[config.mk]
export PLATFORM = sky130hd
export DESIGN_NAME = shared_mem_arbiter
export DESIGN_NICKNAME = d
export VERILOG_FILES = /design/src/rtl/shared_mem_arbiter_pkg.sv /design/src/rtl/shared_mem_arbiter_rr_priority_picker.sv /design/src/rtl/shared_mem_arbiter.sv
export SDC_FILE = /design/constraint.sdc
export NUM_CORES = 1
export LEC_CHECK = 0
export CORE_AREA = 2 2 156 158
export DETAILED_ROUTE_END_ITERATION = 6
export DIE_AREA = 0 0 158 160
export PLACE_DENSITY_LB_ADDON = 0.25
export SLEW_MARGIN = 25
export SYNTH_ARGS = -nofsm -noshare
export SYNTH_HDL_FRONTEND = slang
export SYNTH_HIERARCHICAL = 1
export SYNTH_SLANG_ARGS = --single-unit
[constraint.sdc]
create_clock -name Clk -period 5.1 [get_ports Clk]
set_clock_uncertainty 0.1 [all_clocks]
set_input_delay 1.02 -clock Clk [delete_from_list [all_inputs] [get_ports Clk]]
set_output_delay 1.02 -clock Clk [all_outputs]
set_load 0.1 [all_outputs]
[src/rtl/shared_mem_arbiter_pkg.sv]
// Shared types and helpers for the shared data-memory arbiter.
// Optional feature macro: MEM_ARB_FIXED_PRIO_EN (fixed lowest-index priority instead of round-robin).
package shared_mem_arbiter_pkg;

    localparam int unsigned DEF_NUM_CORES   = 4;
    localparam int unsigned DEF_MEM_LATENCY = 2;
    localparam int unsigned DEF_ADDR_W      = 32;
    localparam int unsigned DEF_DATA_W      = 32;

    typedef enum logic [1:0] {
        ST_IDLE  = 2'd0,
        ST_ISSUE = 2'd1,
        ST_WAIT  = 2'd2,
        ST_RESP  = 2'd3
    } state_e;

    // Index width that never collapses to zero bits.
    function automatic int unsigned idx_width(input int unsigned n);
        return (n > 1) ? $clog2(n) : 1;
    endfunction

endpackage

[src/rtl/shared_mem_arbiter_rr_priority_picker.sv]
// Combinational winner picker: first requester at or after ptr_i (round-robin),
// or lowest-index requester when MEM_ARB_FIXED_PRIO_EN is defined.
module rr_priority_picker
    import shared_mem_arbiter_pkg::*;
#(
    parameter int unsigned NUM_CORES = DEF_NUM_CORES,
    parameter int unsigned IDX_W     = idx_width(DEF_NUM_CORES)
) (
    input  logic [NUM_CORES-1:0] req_i,
`ifndef MEM_ARB_FIXED_PRIO_EN
    input  logic [IDX_W-1:0]     ptr_i,
`endif
    output logic                 valid_o,
    output logic [NUM_CORES-1:0] onehot_o,
    output logic [IDX_W-1:0]     idx_o
);

    logic [IDX_W-1:0] cand;

    always_comb begin
        valid_o  = 1'b0;
        idx_o    = '0;
        cand     = '0;
        for (int unsigned k = 0; k < NUM_CORES; k++) begin
`ifdef MEM_ARB_FIXED_PRIO_EN
            cand = IDX_W'(k);
`else
            cand = IDX_W'((32'(ptr_i) + k) % NUM_CORES);
`endif
            if (!valid_o && req_i[cand]) begin
                valid_o = 1'b1;
                idx_o   = cand;
            end
        end
        onehot_o = valid_o ? (NUM_CORES'(1) << idx_o) : '0;
    end

endmodule

[src/rtl/shared_mem_arbiter.sv]
// Arbitrates a single-port data memory between NUM_CORES cores, one access in flight.
// Define MEM_ARB_FIXED_PRIO_EN for fixed lowest-index priority (no round-robin pointer).
module shared_mem_arbiter
    import shared_mem_arbiter_pkg::*;
#(
    parameter int unsigned NUM_CORES   = DEF_NUM_CORES,
    parameter int unsigned MEM_LATENCY = DEF_MEM_LATENCY,
    parameter int unsigned ADDR_W      = DEF_ADDR_W,
    parameter int unsigned DATA_W      = DEF_DATA_W
) (
    input  logic                        Clk,
    input  logic                        Rst,
    input  logic [NUM_CORES-1:0]        req,
    input  logic [NUM_CORES-1:0]        we,
    input  logic [NUM_CORES*ADDR_W-1:0] addr,
    input  logic [NUM_CORES*DATA_W-1:0] wdata,
    output logic [NUM_CORES-1:0]        ack,
    output logic [DATA_W-1:0]           rdata,
    output logic [NUM_CORES-1:0]        core_stall,
    output logic                        mem_en,
    output logic                        mem_we,
    output logic [ADDR_W-1:0]           mem_addr,
    output logic [DATA_W-1:0]           mem_wdata,
    input  logic [DATA_W-1:0]           mem_rdata
);

    localparam int unsigned IDX_W = idx_width(NUM_CORES);
    localparam int unsigned CNT_W = idx_width(MEM_LATENCY + 1);

    state_e               state_q, state_d;
    logic [IDX_W-1:0]     grant_q, grant_d;
    logic [CNT_W-1:0]     cnt_q, cnt_d;
    logic [NUM_CORES-1:0] ack_q, ack_d;
    logic [DATA_W-1:0]    rdata_q, rdata_d;
    logic                 mem_en_q, mem_en_d;
    logic                 mem_we_q, mem_we_d;
    logic [ADDR_W-1:0]    mem_addr_q, mem_addr_d;
    logic [DATA_W-1:0]    mem_wdata_q, mem_wdata_d;

    logic                 pick_valid;
    logic [NUM_CORES-1:0] pick_onehot;
    logic [IDX_W-1:0]     pick_idx;
    logic                 sel_we;
    logic [ADDR_W-1:0]    sel_addr;
    logic [DATA_W-1:0]    sel_wdata;

`ifndef MEM_ARB_FIXED_PRIO_EN
    logic [IDX_W-1:0]     rr_ptr_q, rr_ptr_d;
`endif

    rr_priority_picker #(
        .NUM_CORES (NUM_CORES),
        .IDX_W     (IDX_W)
    ) u_picker (
        .req_i    (req),
`ifndef MEM_ARB_FIXED_PRIO_EN
        .ptr_i    (rr_ptr_q),
`endif
        .valid_o  (pick_valid),
        .onehot_o (pick_onehot),
        .idx_o    (pick_idx)
    );

    // One-hot AND-OR mux of the winning core's request fields.
    always_comb begin
        sel_we    = |(we & pick_onehot);
        sel_addr  = '0;
        sel_wdata = '0;
        for (int unsigned k = 0; k < NUM_CORES; k++) begin
            if (pick_onehot[k]) begin
                sel_addr  = sel_addr  | addr[k*ADDR_W +: ADDR_W];
                sel_wdata = sel_wdata | wdata[k*DATA_W +: DATA_W];
            end
        end
    end

    always_comb begin
        state_d     = state_q;
        grant_d     = grant_q;
        cnt_d       = cnt_q;
        ack_d       = '0;
        rdata_d     = rdata_q;
        mem_en_d    = 1'b0;
        mem_we_d    = mem_we_q;
        mem_addr_d  = mem_addr_q;
        mem_wdata_d = mem_wdata_q;
`ifndef MEM_ARB_FIXED_PRIO_EN
        rr_ptr_d    = rr_ptr_q;
`endif
        unique case (state_q)
            ST_IDLE: begin
                // Request fields are latched here, so later input changes are ignored.
                if (pick_valid) begin
                    grant_d     = pick_idx;
                    mem_en_d    = 1'b1;
                    mem_we_d    = sel_we;
                    mem_addr_d  = sel_addr;
                    mem_wdata_d = sel_wdata;
                    state_d     = ST_ISSUE;
                end
            end
            ST_ISSUE: begin
                cnt_d   = CNT_W'(MEM_LATENCY - 1);
                state_d = ST_WAIT;
            end
            ST_WAIT: begin
                if (cnt_q == '0) begin
                    if (!mem_we_q) begin
                        rdata_d = mem_rdata;
                    end
                    ack_d   = NUM_CORES'(1) << grant_q;
                    state_d = ST_RESP;
                end else begin
                    cnt_d = cnt_q - CNT_W'(1);
                end
            end
            ST_RESP: begin
`ifndef MEM_ARB_FIXED_PRIO_EN
                rr_ptr_d = (grant_q == IDX_W'(NUM_CORES - 1)) ? '0 : grant_q + IDX_W'(1);
`endif
                state_d = ST_IDLE;
            end
            default: state_d = ST_IDLE;
        endcase
    end

    always_ff @(posedge Clk or posedge Rst) begin
        if (Rst) begin
            state_q     <= ST_IDLE;
            grant_q     <= '0;
            cnt_q       <= '0;
            ack_q       <= '0;
            rdata_q     <= '0;
            mem_en_q    <= 1'b0;
            mem_we_q    <= 1'b0;
            mem_addr_q  <= '0;
            mem_wdata_q <= '0;
`ifndef MEM_ARB_FIXED_PRIO_EN
            rr_ptr_q    <= '0;
`endif
        end else begin
            state_q     <= state_d;
            grant_q     <= grant_d;
            cnt_q       <= cnt_d;
            ack_q       <= ack_d;
            rdata_q     <= rdata_d;
            mem_en_q    <= mem_en_d;
            mem_we_q    <= mem_we_d;
            mem_addr_q  <= mem_addr_d;
            mem_wdata_q <= mem_wdata_d;
`ifndef MEM_ARB_FIXED_PRIO_EN
            rr_ptr_q    <= rr_ptr_d;
`endif
        end
    end

    assign ack        = ack_q;
    assign rdata      = rdata_q;
    assign mem_en     = mem_en_q;
    assign mem_we     = mem_we_q;
    assign mem_addr   = mem_addr_q;
    assign mem_wdata  = mem_wdata_q;
    assign core_stall = req & ~ack_q;

endmodule
Word level (Yosys, flattened, before mapping)
Cells that the tools add are included.
{ "totals": {"output_inout_bits": 106, "inputBits": 298, "ff_bits": 110} }
{ "op_classes": {"n_mux": 35, "n_addsub": 5, "bitwise": 10, "n_shift": 2, "reduce_logical": 14, "n_eq_ne": 7, "magnitude_cmp": 4} }
{ "ops": {"columns": ["cell", "count"], "rows": [
  ["two-way mux 32 bit", 8],
  ["OR 32 bit", 6],
  ["two-way mux 2 bit", 8],
  ["< comparator 2 x 3 -> 1 bit (second input constant)", 4],
  ["two-way mux 4 bit", 3],
  ["two-way mux 1 bit", 10],
  ["bitwise AND 4 bit", 2],
  ["binary-select mux 1 bit (select 2 bit)", 4],
  ["case mux 2 bit (4 select lines)", 1],
  ["<< shifter 1 x 2 -> 4 bit (first input constant)", 2],
  ["== test 2 bit (second input constant)", 3],
  ["!= test 2 bit (second input constant)", 3],
  ["AND reduction 2 bit", 3],
  ["adder 2 x 1 -> 2 bit (second input constant)", 2],
  ["adder 2 bit (second input constant)", 2],
  ["zero test 2 bit", 2],
  ["NOT 4 bit", 1],
  ["case mux 2 bit (2 select lines)", 1],
  ["OR reduction 4 bit", 1],
  ["logical AND 1 bit", 3],
  ["zero test 1 bit", 3],
  ["AND reduction 3 bit", 1],
  ["== test 2 x 1 -> 1 bit (second input constant)", 1],
  ["nonzero test 2 bit", 1],
  ["other kinds (2)", 2]
]} }

Logic depth before layout (Yosys ltp)
{ "logic_depth": {"ltp_word": 21, "depth_mapped": 9} }

By module
The synthesis kept the hierarchy.
{ "modules_own_cells": {"columns": ["module", "instances", "seq_area_each_um2", "area_each_um2", "cells_each"], "rows": [
  ["shared_mem_arbiter", 1, 2752.6, 5501.5, 494],
  ["rr_priority_picker", 1, 0.0, 182.7, 32]
]} }

Least setup slack after synthesis
No wires, ideal clock.
{ "synth_timing": {"kind": "input -> output", "start": "input port req[0]", "end": "output port core_stall[0]", "required_time_ns": 3.980, "path_stages": 1, "slack_ns": 1.626, "n_path_buf": 0, "arrival_time_ns": 2.354, "path_cell_list": "nor2b_1"} }
{ "synth_via": {"elab_chain_len": 1} }
{ "synth_lines": {"columns": ["item", "line_no", "source"], "rows": [
  ["start, declared", "shared_mem_arbiter.sv:13", "input logic [NUM_CORES-1:0] req,"],
  ["bitwise AND 4 bit", "shared_mem_arbiter.sv:163", "assign core_stall = req & ~ack_q;"],
  ["end, declared", "shared_mem_arbiter.sv:19", "output logic [NUM_CORES-1:0] core_stall,"]
]} }
Every way passes these cells.

Final worst setup path
{ "layout_timing": {"start": "input port req[2]", "end": "output port core_stall[2]"} }
Same word-level chain as after synthesis.

==> flow_metrics.env <==
export IMPL_fillCellCount=2328
export IMPL_worst_r2r_path_depth=7
export IMPL_dp_hpwl_um=17700
export IMPL_hp_class="flop to flop"
export IMPL_min_from="mem_addr[18]$_DFFE_PP0P_"
export IMPL_h_tree_depth=3
export IMPL_setup_violations=0
export IMPL_port_buffers=403
export IMPL_num_vias=5782
export IMPL_fin_setup_tns_ns=0
export IMPL_synthCells=526
export IMPL_start_kind="input pin"
export IMPL_ys_async_sr_fraction_pct=100
export IMPL_period_share_pct=65.1
export IMPL_clk_path_buf_depth=2
export IMPL_rsz0062_at_grt="false"
export IMPL_holdWs_ns=0.383
export IMPL_layout_area_overhead_vs_synth_pct=81.9
export IMPL_gp_congestion=0.819
export IMPL_grt_pass1_vias=5868
export IMPL_crit_slowest_cell="clkdlybuf4s50_1"
export IMPL_die_area_mm2=0.0253
export IMPL_yosys_warnings=6
export IMPL_worst_slew_pin_slew_ns=1.08
export IMPL_maxCapViolations=0
export IMPL_path_buf_inv=2
export IMPL_nets=1211
export IMPL_chipHeight_um=160
export IMPL_worstHoldPathCells=2
export IMPL_hold_buffers=0
export IMPL_regToRegEndpoint="mem_addr[19]$_DFFE_PP0P_"
export IMPL_rows=57
export IMPL_drc=0
export IMPL_status="finished clean"
export IMPL_ios=404
export IMPL_drive_gt1_share_pct=9.13
export IMPL_critPathTopFamily="buffers and inverters"
export IMPL_die_width_um=158
export IMPL_crit_start="req[2]"
export IMPL_final_cell_mix="399 x clkdlybuf4s50_1, 110 x dfrtp_1, 72 x o21ai_0, 70 x nand2_1, 66 x a221oi_1"
export IMPL_path_cells="clkdlybuf4s50_1, nor2b_1, buf_4"
export IMPL_fmax_mhz=301
export IMPL_clkLatencyLatePin_ns=0.36
export IMPL_leakage_nw=4.27
export IMPL_hold_path_endpoint="mem_addr[18]$_DFFE_PP0P_"
export IMPL_grtUsageTotal_pct=18.0
export IMPL_ys_types=34
export IMPL_finalMaxSlewViolations=0
export IMPL_synthesis_area_mm2=0.00568
export IMPL_wire_per_inst_um=19.1
export IMPL_antenna_found_initial=0
export IMPL_synth_nets=833
export IMPL_ir_drop_mv=0.315
export IMPL_clk_transition_reported_paths_ns=0.08
export IMPL_final_min_clock_period_ns=3.32
export IMPL_cts_setup_buffers=0
export IMPL_ys_ff_latch=110
export IMPL_worst_setup_path_type="input pin to primary output"
export IMPL_diodes=0
export IMPL_cts_made_buffers=9
export IMPL_fin_util_pct=43.4
export IMPL_path_max_fanout=9
export IMPL_start_util_pct=23.9
export IMPL_ys_flop_type="dfrtp_1"
export IMPL_cts_root_buf="clkbuf_16"
export IMPL_grt_overflow=0
export IMPL_core_region_area_mm2=0.0238
export IMPL_cts_tree="built"
export IMPL_grt_pass1_wl_um=34200
export IMPL_endpoint_kind="primary output"
export IMPL_synth_edf_count=0
export IMPL_detail_route_antenna_nets=0
export IMPL_yosysSeqAreaShare_pct=48.4
export IMPL_max_slew_margin_rel_pct=27.6
export IMPL_required_ns=3.98
export IMPL_slowest_delay_ns=0.70
export IMPL_timing_rr_start="rr_ptr_q[1]$_DFFE_PP0N_"
export IMPL_critPathArrivalTime_ns=2.20
export IMPL_drtPass1Iterations=4
export IMPL_rrSetupSlack_ns=2.56
export IMPL_p_total_mw=7.53
export IMPL_wl_um=23600
export IMPL_hold_violations=0
export IMPL_vias_per_cell=4.69
export IMPL_cts_resized=0
export IMPL_setup_slack_ns=1.78
export IMPL_pre_cts_slack_ns=1.36
export IMPL_clock_sinks=110
export IMPL_p_per_area_mw_per_mm2=728
export IMPL_avgSynthCellArea_um2=10.8
export IMPL_grt_max_degree=76
export IMPL_drtIter0Drc=310
export IMPL_final_common_cell="clkdlybuf4s50_1"
cells by family after synthesis:
kind of cell / Yosys count / share of synthesized area (%)
compound gates: 217 / 28.4
flops: 110 / 48.4
simple gates: 93 / 6.98
buf+inv: 62 / 5.28
mux: 35 / 8.91
fa+ha+maj: 9 / 1.98
tightest hold or removal path: stages, from the launching register on:
cell     delay (ns)
dfrtp_1        0.35
nand2_1        0.05
o21ai_0        0.06
final cells by class:
cell class              count  area (um^2)  area share [%]
clock buffers               9          225            2.18
clock inverters             7         78.8           0.762
inverters                  14         55.1           0.532
multi-input cells         354         2670            25.9
flip-flops and latches    110         2750            26.6
well taps                 324          405            3.92
repair buffers            415         4150            40.1
metal layers:
layer	up-vias	share of wire (%)	GRT usage [%]
li1	2762	-	-
met1	2730	39	20.6
met2	253	50	32.1
met3	37	7.9	4.26
met4	0	2.8	7.00
met5	-	0	0
flip-flops by register name (all words and copies together), names as in the netlist:
register and flops:
rr_ptr_q 2, mem_wdata 32, rdata 32, state_q 2, ack 4, cnt_q 2, mem_addr 32, mem_we 1
grant_q 2, mem_en 1
worst max-delay path by stage:
| stage | endpoint | slack, ns | depth (start not counted) |
|---|---|---|---|
| after floorplan | ack[0]$_DFF_PP0_ | 1.08 | 1 |
| final | core_stall[2] | 1.78 | 3 |
| after detailed placement | mem_addr[30]$_DFFE_PP0P_ | 1.36 | 7 |
| after global routing | mem_addr[19]$_DFFE_PP0P_ | 1.56 | 8 |
| after CTS | mem_addr[30]$_DFFE_PP0P_ | 1.75 | 7 |
| after global placement | mem_addr[30]$_DFFE_PP0P_ | 1.42 | 7 |
synthesized netlist by cell type (all sizes together) (3+ instances only):
library cell | instances | area share (%)
and3 | 4 | 0.53
nor2 | 6 | 0.40
dfrtp | 110 | 48
mux2 | 35 | 8.9
o21ai | 73 | 6.4
a221oi | 66 | 10
nor2b | 5 | 0.55
a21oi | 5 | 0.51
ha | 9 | 2.0
inv | 14 | 0.92
buf | 20 | 2.5
nand2b | 3 | 0.37
a22o | 65 | 10
clkbuf | 28 | 1.8
nand2 | 71 | 4.7
power by group:
group	switching, mW	internal (mW)	leakage, nW
sequential	0.232	1.28	1.36
clock	0.378	0.350	0.148
combinational	3.79	1.49	2.77
total	4.40	3.12	4.27
stage by stage:
stage | cells | instance area (um^2)
6_report | 1233 | 10300
5_1_grt | 1233 | 10300
4_1_cts | 1233 | 10300
3_5_place_dp | 1217 | 10000
3_3_place_gp | 1217 | 10000
2_1_floorplan | 526 | 5680
No activity file was read; power rests on OpenSTA's default activity.
